===== config.mk =====
export PLATFORM = sky130hd
export DESIGN_NAME = sound_fx
export DESIGN_NICKNAME = d
export VERILOG_FILES = /design/src/rtl/sound_fx.sv
export SDC_FILE = /design/constraint.sdc
export NUM_CORES = 1
export LEC_CHECK = 0
export CORE_MARGIN = 4
export CORE_UTILIZATION = 60
export DETAILED_ROUTE_END_ITERATION = 8
export PLACE_DENSITY = 0.78
export SLEW_MARGIN = 20
export SYNTH_ARGS = -nofsm -noshare
export SYNTH_HDL_FRONTEND = slang
export SYNTH_SLANG_ARGS = --single-unit

===== constraint.sdc =====
create_clock -name clk -period 3.8 [get_ports clk]
set_input_delay 0.57 -clock clk [delete_from_list [all_inputs] [get_ports clk]]
set_output_delay 0.57 -clock clk [all_outputs]
set_load 0.02 [all_outputs]

===== src/rtl/sound_fx.sv =====
`default_nettype none
// ============================================================================
//  Module   : sound_fx
//  Purpose  : Plays square-wave note sequences for eat/fail/win game events.
//  Revision : 1.0 - initial release
// ============================================================================
module sound_fx #(
   parameter int NOTE_CYCLES = 2097152,
   parameter int HP_SHIFT    = 0
) (
   input  logic clk,
   input  logic rst_n,
   input  logic i_eat,
   input  logic i_failure,
   input  logic i_success,
   input  logic i_mute,
   output logic o_audio,
   output logic o_busy
);

   localparam int            DW       = (NOTE_CYCLES > 1) ? $clog2(NOTE_CYCLES) : 1;
   localparam logic [DW-1:0] DUR_LAST = DW'(NOTE_CYCLES - 1);

   typedef enum logic [0:0] {ST_IDLE = 1'b0, ST_PLAY = 1'b1} state_t;
   typedef enum logic [1:0] {FX_EAT = 2'd0, FX_FAIL = 2'd1, FX_WIN = 2'd2} fx_t;

   state_t        state_q, state_d;
   fx_t           fx_q, fx_d;
   logic [1:0]    note_q, note_d;
   logic [DW-1:0] dur_q, dur_d;
   logic [15:0]   tone_q, tone_d;
   logic          audio_q, audio_d;
   logic          fail_prev_q, succ_prev_q;

   logic [15:0]   hp_raw, hp_shift, hp;
   logic [1:0]    last_note;
   logic          fail_rise, succ_rise, eat_ok, start;
   fx_t           start_fx;

   // Half-period table for the note currently playing
   always_comb begin
      hp_raw    = 16'd2;
      last_note = 2'd0;
      case (fx_q)
         FX_EAT: begin
            last_note = 2'd1;
            hp_raw    = (note_q == 2'd0) ? 16'd9547 : 16'd8028;
         end
         FX_FAIL: begin
            last_note = 2'd2;
            case (note_q)
               2'd0:    hp_raw = 16'd24056;
               2'd1:    hp_raw = 16'd28608;
               default: hp_raw = 16'd38188;
            endcase
         end
         FX_WIN: begin
            last_note = 2'd3;
            case (note_q)
               2'd0:    hp_raw = 16'd12028;
               2'd1:    hp_raw = 16'd9547;
               2'd2:    hp_raw = 16'd8028;
               default: hp_raw = 16'd6014;
            endcase
         end
         default: begin
            last_note = 2'd0;
            hp_raw    = 16'd2;
         end
      endcase
      hp_shift = hp_raw >> HP_SHIFT;
      hp       = (hp_shift < 16'd2) ? 16'd2 : hp_shift;
   end

   // Trigger arbitration: FAIL > WIN > EAT; EAT only restarts an EAT effect
   always_comb begin
      fail_rise = i_failure & ~fail_prev_q;
      succ_rise = i_success & ~succ_prev_q;
      eat_ok    = i_eat & ((state_q == ST_IDLE) | (fx_q == FX_EAT));
      start     = fail_rise | succ_rise | eat_ok;
      start_fx  = FX_EAT;
      if (fail_rise) begin
         start_fx = FX_FAIL;
      end else if (succ_rise) begin
         start_fx = FX_WIN;
      end
   end

   always_comb begin
      state_d = state_q;
      fx_d    = fx_q;
      note_d  = note_q;
      dur_d   = dur_q;
      tone_d  = tone_q;
      audio_d = audio_q;
      if (start) begin
         state_d = ST_PLAY;
         fx_d    = start_fx;
         note_d  = 2'd0;
         dur_d   = '0;
         tone_d  = 16'd0;
         audio_d = 1'b0;
      end else if (state_q == ST_PLAY) begin
         // Note boundary wins over a coincident tone toggle
         if (dur_q == DUR_LAST) begin
            dur_d   = '0;
            tone_d  = 16'd0;
            audio_d = 1'b0;
            if (note_q == last_note) begin
               state_d = ST_IDLE;
               note_d  = 2'd0;
            end else begin
               note_d = note_q + 2'd1;
            end
         end else begin
            dur_d = dur_q + DW'(1);
            if (tone_q == hp - 16'd1) begin
               audio_d = ~audio_q;
               tone_d  = 16'd0;
            end else begin
               tone_d = tone_q + 16'd1;
            end
         end
      end
   end

   always_ff @(posedge clk) begin
      if (!rst_n) begin
         state_q     <= ST_IDLE;
         fx_q        <= FX_EAT;
         note_q      <= 2'd0;
         dur_q       <= '0;
         tone_q      <= 16'd0;
         audio_q     <= 1'b0;
         fail_prev_q <= 1'b0;
         succ_prev_q <= 1'b0;
      end else begin
         state_q     <= state_d;
         fx_q        <= fx_d;
         note_q      <= note_d;
         dur_q       <= dur_d;
         tone_q      <= tone_d;
         audio_q     <= audio_d;
         fail_prev_q <= i_failure;
         succ_prev_q <= i_success;
      end
   end

   assign o_busy  = (state_q == ST_PLAY);
   assign o_audio = audio_q & ~i_mute;

endmodule
`default_nettype wire


==> After elaboration in Yosys (flattened, before gate mapping) <==
Cells that the tools add are included.
{ "totals": {"word_cells": 57, "inputBits": 6, "output_inout_bits": 2, "reg_bits": 45} }
{ "op_classes": {"muxes": 18, "order_cmp": 1, "add_sub_neg": 4, "n_reduce_logical": 6, "n_bitwise": 13, "eq_ne": 7} }
{ "ops": {"columns": ["cell", "n"], "rows": [
  ["$mux 16", 3],
  ["$pmux 16 s3", 1],
  ["$pmux 14 s3", 1],
  ["$pmux 16 s2", 1],
  ["$add 21x1->21 const B", 1],
  ["$eq 21x21->1 const B", 1],
  ["$mux 21", 1],
  ["$add 16x1->16 const B", 1],
  ["$eq 16x16->1", 1],
  ["$lt 16x2->1 const B", 1],
  ["$sub 16x1->16 const B", 1],
  ["$mux 14", 1],
  ["$mux 1", 6],
  ["$mux 2", 3],
  ["$not 1->1", 6],
  ["$pmux 2 s3", 1],
  ["$and 1x1->1", 4],
  ["$eq 2x1->1 const B", 2],
  ["$eq 2x2->1 const B", 2],
  ["$logic_not 2->1", 2],
  ["$reduce_and 2->1", 2],
  ["$or 1x1->1", 3],
  ["$add 2x1->2 const B", 1],
  ["$eq 2x2->1", 1],
  ["other kinds (2)", 2]
]} }

==> Depth between registers and ports, before layout <==
{ "logic_depth": {"ltp_word": 9, "depth_mapped": 15, "ltp_nobuf": 13} }

==> Worst setup path after synthesis <==
Ideal clock, no wire load.
{ "synth_timing": {"path_kind": "reg2reg", "from": "reg fx_q[0]", "to": "reg tone_q[11]", "n_path_buf": 3, "path_stages_with_launch": 14, "t_arrival_ns": 2.898, "setup_ns": 0.132, "synth_period_minus_slack_ns": 3.030, "required_time_ns": 3.668, "slack_ns": 0.770, "cell_sequence": "dfxtp_1 -> ha_1 -> clkbuf_1 -> clkbuf_1 -> or2_2 -> ha_1 -> xor2_1 -> a31oi_1 -> nor4bb_1 -> o21bai_1 -> a2111o_1 -> a21oi_2 -> buf_4 -> nor3_1"} }
{ "synth_between": {"elab_chain_len": 8, "elab_cells_between_ends": 14, "cone_classes": "add/sub (1); order compare (1); eq/ne (3); mux (4); bitwise (3); reduce/logical (2)"} }
{ "synth_lines": {"columns": ["element", "line", "text"], "rows": [
  ["start: declaration", "28", "fx_t fx_q, fx_d;"],
  ["start signal: assignment", "130", "fx_q <= FX_EAT;"],
  ["start signal: assignment", "139", "fx_q <= fx_d;"],
  ["$eq 2x2->1 (tied with other cells)", "44", "case (fx_q)"],
  ["$pmux 16 s3", "44", null],
  ["$lt 16x2->1", "72", "hp = (hp_shift < 16'd2) ? 16'd2 : hp_shift;"],
  ["$mux 16", "72", null],
  ["$sub 16x1->16", "117", "if (tone_q == hp - 16'd1) begin"],
  ["$eq 16x16->1", "117", null],
  ["$mux 16", "117", null],
  ["$mux 16", "105", "if (dur_q == DUR_LAST) begin"],
  ["end signal: assignment", "142", "tone_q <= tone_d;"],
  ["end: declaration", "31", "logic [15:0] tone_q, tone_d;"]
]} }
Parallel ways exist; a longest one is shown, timed or not.
A chain may end at the register's enable or synchronous reset.

==> Worst setup path after layout <==
{ "layout_timing": {"from": "reg note_q[1]", "to": "reg tone_q[2]"} }
{ "layout_between": {"elab_chain_len": 9, "elab_cells_between_ends": 13, "cone_classes": "add/sub (1); order compare (1); eq/ne (3); mux (7); reduce/logical (1)"} }
{ "layout_lines": {"columns": ["element", "line", "text"], "rows": [
  ["start: declaration", "29", "logic [1:0] note_q, note_d;"],
  ["start signal: assignment", "140", "note_q <= note_d;"],
  ["$eq 2x2->1 (tied with other cells)", "59", "case (note_q)"],
  ["$pmux 14 s3 (tied with other cells)", "59", null],
  ["$pmux 16 s3 (*)", "44", null],
  ["$lt 16x2->1", "72", null],
  ["$mux 16 (*)", "72", null],
  ["$sub 16x1->16 (*)", "117", null],
  ["$eq 16x16->1 (*)", "117", null],
  ["$mux 16 (*)", "117", null],
  ["$mux 16 (*)", "105", null]
]} }
Mark *: on every way between the ends. The rest lies on a longest branch, timed or not.

==> flow_metrics.py <==
metrics = {
    "sta": {
        "min_period_ns": 3.42,
        "finalSetupTns_ns": 0,
        "setup_viol_count_final": 0,
        "slew_violations": 0,
        "grt_setup_unrepaired": "no",
        "relSlewSlack_pct": 52.3,
        "hold_viol_final": 0,
        "max_slew.worst_pin.slew_ns": 0.709,
        "finalCritPeriodShare_pct": 89.9,
        "layout_setup_ws_ns": 0.383,
        "skew_ns": 0.0104,
        "max_freq_ghz": 0.293,
    },
    "route": {
        "viasPerCell": 6.06,
        "dr.pass1.iters": 5,
        "vias": 2392,
        "drc": 0,
        "routed_wl_um": 5750,
        "routedWlPerCell_um": 14.6,
        "drtIter0Drc": 166,
        "ant_nets": 0,
    },
    "clock_tree": {
        "cts.clk_slew.worst_paths_ns": 0.09,
        "cts_tree": "done",
        "cts_resized": 0,
        "cts.path.max_buffers": 2,
        "ctsHoldBuffers": 0,
        "clk_latency_ns": 0.29,
        "htreeDepth": 2,
        "cts.sinks": 45,
        "numCtsBuffers": 5,
        "cts_root_buf": "clkbuf_8",
        "post_cts_buffers": 0,
    },
    "setup_path": {
        "ff2ff_setup_slack_ns": 0.38,
        "rr_endpoint": "tone_q[2]",
        "critPathRequiredTime_ns": 3.98,
        "critPathLaunchType": "flip-flop",
        "cp_data_arrival_time_ns": 3.60,
        "r2r_cells": 13,
        "critical_path.endpoint_type": "flip-flop",
        "reg2reg_from": "note_q[1]",
        "crit_type": "reg -> reg",
        "worstPathMaxFanout": 15,
    },
    "synthesis": {
        "yosysSeqAreaShare_pct": 33.0,
        "synth_cell_types": 49,
        "syn_area_mm2": 0.00273,
        "synthCells": 339,
        "synth-edff-count": 0,
        "ys_async_sr_fraction_pct": 0,
        "syn_avg_cell_area_um2": 8.05,
        "ys_ff_latch": 45,
        "ys_warn_count": 0,
        "synthesis.nets": 358,
        "synthFlopType": "dfxtp_1",
    },
    "power": {
        "powerDensity_mw_per_mm2": 334,
        "leakage_nw": 1.01,
        "ir_drop_mv": 0.267,
    },
    "global_routing": {
        "antenna_found_initial": 0,
        "grt_usage_pct": 22.0,
        "overflow": 0,
        "grt_max_degree": 19,
        "grt_pass1_vias": 2159,
        "grt_pass1_wl_um": 9900,
    },
    "floorplanning": {
        "fp.coreArea_mm2": 0.00438,
        "fp.dieW_um": 75.5,
        "boundaryPins": 8,
        "rows": 24,
        "die_y_um": 75.5,
        "start_util_pct": 62.3,
        "dieArea_mm2": 0.00569,
    },
    "final_layout": {
        "final_area_mm2": 0.00295,
        "fin_nets": 361,
        "n_antenna_cell": 0,
        "layout-drive-gt1-share_pct": 4.08,
        "area_growth_pct": 8.20,
    },
    "worst_hold_path": {
        "worstHoldEndpoint": "dur_q[1]",
        "min_path_type": "reg -> reg",
        "min_path_cells": 2,
        "worstHoldStart": "dur_q[1]",
    },
    "placement": {
        "hpwl_um": 4150,
        "postPlaceCellArea_mm2": 0.00282,
        "port_buffers": 7,
        "dp_slack_ns": 0.463,
        "place.gp.congestion": 0.926,
    },
    "job": {
        "max_cap_violations": 0,
    },
    "status": {
        "status": "finished, final reports clean",
    },
}
## metal layers
layer  wire [µm]  vias to the layer above  share of wire (%)  GRT usage, %
met5           0                        -                  0             0
met4          86                        0                1.5          6.41
met3         222                       11                3.9          3.69
met2        2830                       63                 49          37.5
met1        2620                     1105                 46          28.6
li1            -                     1213                  -             -
## critical path: stages (launching register included)
cell and delay (ns):
dfxtp_1 0.36, inv_1 0.14, ha_1 0.50, a22oi_1 0.22
or2_2 0.32, ha_1 0.20, xor2_1 0.25, a31oi_1 0.07
nor4bb_1 0.28, o21bai_1 0.11, a2111o_1 0.42, a21oi_2 0.15
buf_4 0.21, nor4_1 0.08
## state kept, by name, indices dropped and copies added, names as in the netlist
signal / flops
dur_q: 21
tone_q: 16
fx_q: 2
note_q: 2
audio_q: 1
fail_prev_q: 1
o_busy: 1
succ_prev_q: 1
## synth_stat cells, types with 9 or more instances
master,n,area share (%)
nand4_1,12,2.7
xnor2_1,10,3.2
dfxtp_1,45,33
nor3_1,15,2.7
xor2_1,23,7.4
nand2_1,23,3.2
nand3_1,21,3.8
and3_1,9,2.1
nand2b_1,11,2.5
ha_1,13,6.0
a21oi_1,17,3.1
nor2_1,37,5.1
## layout make-up
| class | count | area, µm² |
|---|---|---|
| inverters | 8 | 30.0 |
| clock buffers | 5 | 68.8 |
| repair buffers | 10 | 92.6 |
| fillers | 361 | 1430 |
| clock inverters | 3 | 65.1 |
| flip-flops and latches | 45 | 901 |
| well taps | 52 | 65.1 |
| multi-input cells | 272 | 1730 |
## layout by cell type (no fill, tap or decap), types with 7 or more instances in the layout
cell type,instances
ha_1,13
nor3_1,15
nand2b_1,11
inv_1,8
xor2_1,23
clkdlybuf4s50_1,7
a21oi_1,17
nand4_1,12
dfxtp_1,45
xnor2_1,10
and3_1,9
nand3_1,21
nand2_1,23
nor2_1,37
## worst max-delay path by stage
stage	start	endpoint	slack, ns	cells past startpoint
after floorplan	fx_q[0]	tone_q[11]	0.77	13
after global placement	note_q[1]	tone_q[6]	0.63	13
after detailed placement	note_q[1]	tone_q[11]	0.46	13
after CTS	note_q[1]	tone_q[3]	0.43	13
after global routing	note_q[1]	tone_q[3]	0.20	13
final	note_q[1]	tone_q[2]	0.38	13
## power by group
| group | internal, mW | switching (mW) | leakage, nW |
|---|---|---|---|
| clock network | 0.261 | 0.156 | 0.0681 |
| logic | 0.0390 | 0.0496 | 0.583 |
| registers | 0.475 | 0.00669 | 0.364 |
| total | 0.775 | 0.212 | 1.01 |
## metrics by stage
step	cells	hold WS (ns)	utilization (%)	total power, mW
floorplan	339	0.454	-	0.559
global placement	387	0.469	64.3	0.579
detailed placement	387	0.481	64.3	0.580
CTS	395	0.494	67.4	0.997
global route	395	0.514	67.4	1.03
finish	395	0.497	67.4	0.987
## cells by family after synthesis
family	after synthesis	share of synthesized area, %
simple gates	168	32.8
compound gates	54	12.6
flops	45	33.0
xor+xnor	33	10.6
buf+inv	22	3.57
fa+ha+maj	13	5.96
mux	4	1.51
No activity file was read; power rests on OpenSTA's default activity.
==> edit (same flow settings) <==
Re-encode `fx_t` (3 values) as one-hot, 3 bits wide.
--- a/src/rtl/sound_fx.sv
+++ b/src/rtl/sound_fx.sv
@@ -23,5 +23,5 @@
 
    typedef enum logic [0:0] {ST_IDLE = 1'b0, ST_PLAY = 1'b1} state_t;
-   typedef enum logic [1:0] {FX_EAT = 2'd0, FX_FAIL = 2'd1, FX_WIN = 2'd2} fx_t;
+   typedef enum logic [2:0] {FX_EAT = 3'b001, FX_FAIL = 3'b010, FX_WIN = 3'b100} fx_t;
 
    state_t        state_q, state_d;
Function: same outputs for any inputs over 10 cycles, from zero or initial values and one cycle with rst_n low; not proved beyond that.
==> edit against the original RTL <==
Final cell count rose by 8.9%. Critical path type unchanged. Power fell by 6.7%. Worst setup slack worse by 0.057 ns. Largest cell class unchanged. Sequential cell count grew 1. Synthesized area grew 10%. Cell area rose by 8.6%. Wire length is 8.7% higher. Combinational power is 50% higher. Largest power group unchanged.
==> edit: results (changes against the original RTL) <==
Worst setup path
  • CP max stage delay: 0.42 ns (-0.08 ns)
  • FF-to-FF path depth: 12 (-1)
  • Slowest-stage cell, CP: dfxtp_1

Yosys
  • Sequential area share after synthesis: 30.6% (-2.4 points)
  • Synth top cells by count: dfxtp_1, nor2_1, nand2_1
  • Cell Area, Synth: 3010 sq um (+10%)
  • Synth area leaders: dfxtp_1, xnor2_1, xor2_1
  • Synthesized netlist net count: 374 (+4.5%)

Layout
  • Top flop regs: dur_q x21, tone_q x16, fx_q x3
  • Non-Clock Buffer Count: 16 (+6)
  • Core Util, Final: 67.0% (-0.35 points)
  • Fillers: 408 (+13%)
  • Clock buffer cells: 6 (+1)
  • Multi-input gates: 283 (+4.0%)

Timing
  • Achievable Freq: 288 MHz (-1.6%)
  • Hold slack: 0.492 ns (-0.00470 ns)
  • Layout Skew: 0.00398 ns (-0.00639 ns)

GRT
  • Gr usage total: 21.9% (-0.068 points)
  • Global-route wire length before repair: 11200 microns (+13%)
  • Largest net degree at the start of global routing: 23 (+4)

Pwr
  • Maximum vdd drop: 251 uV (-6.1%)
  • Leakage: 1.09 nW (+7.0%)

Outcome
  • Status: finished, final reports clean

Route
  • Met3 WL: 263 microns (+18%)
  • Via count: 2562 (+7.1%)

Placed design
  • HPWL Detailed: 4670 microns (+12%)
==> edit: cell types whose count changed after synthesis, sizes merged, moves of 5 or more <==
cell / before / now
xnor2: 10 / 21
nand2b: 11 / 2
nor3b: 0 / 5
nor3: 15 / 5
nand4: 12 / 7
nand2: 23 / 31
a211oi: 4 / 12
==> edit: cell families (layout without fill, tap and decap cells) <==
| kind of cell | Yosys count | in the layout |
|---|---|---|
| simple gates | 153 | 153 |
| compound gates | 78 | 78 |
| flops | 46 | 46 |
| xor+xnor | 42 | 42 |
| buf+inv | 30 | 34 |
| fa+ha+maj | 9 | 9 |
| mux | 1 | 1 |
==> edit: power by group <==
| part | total [W] | internal (W) | switching [W] |
|---|---|---|---|
| clock network | 0.000290 | 0.000130 | 0.000160 |
| logic | 0.000133 | 0.0000572 | 0.0000762 |
| registers | 0.000498 | 0.000487 | 0.0000113 |
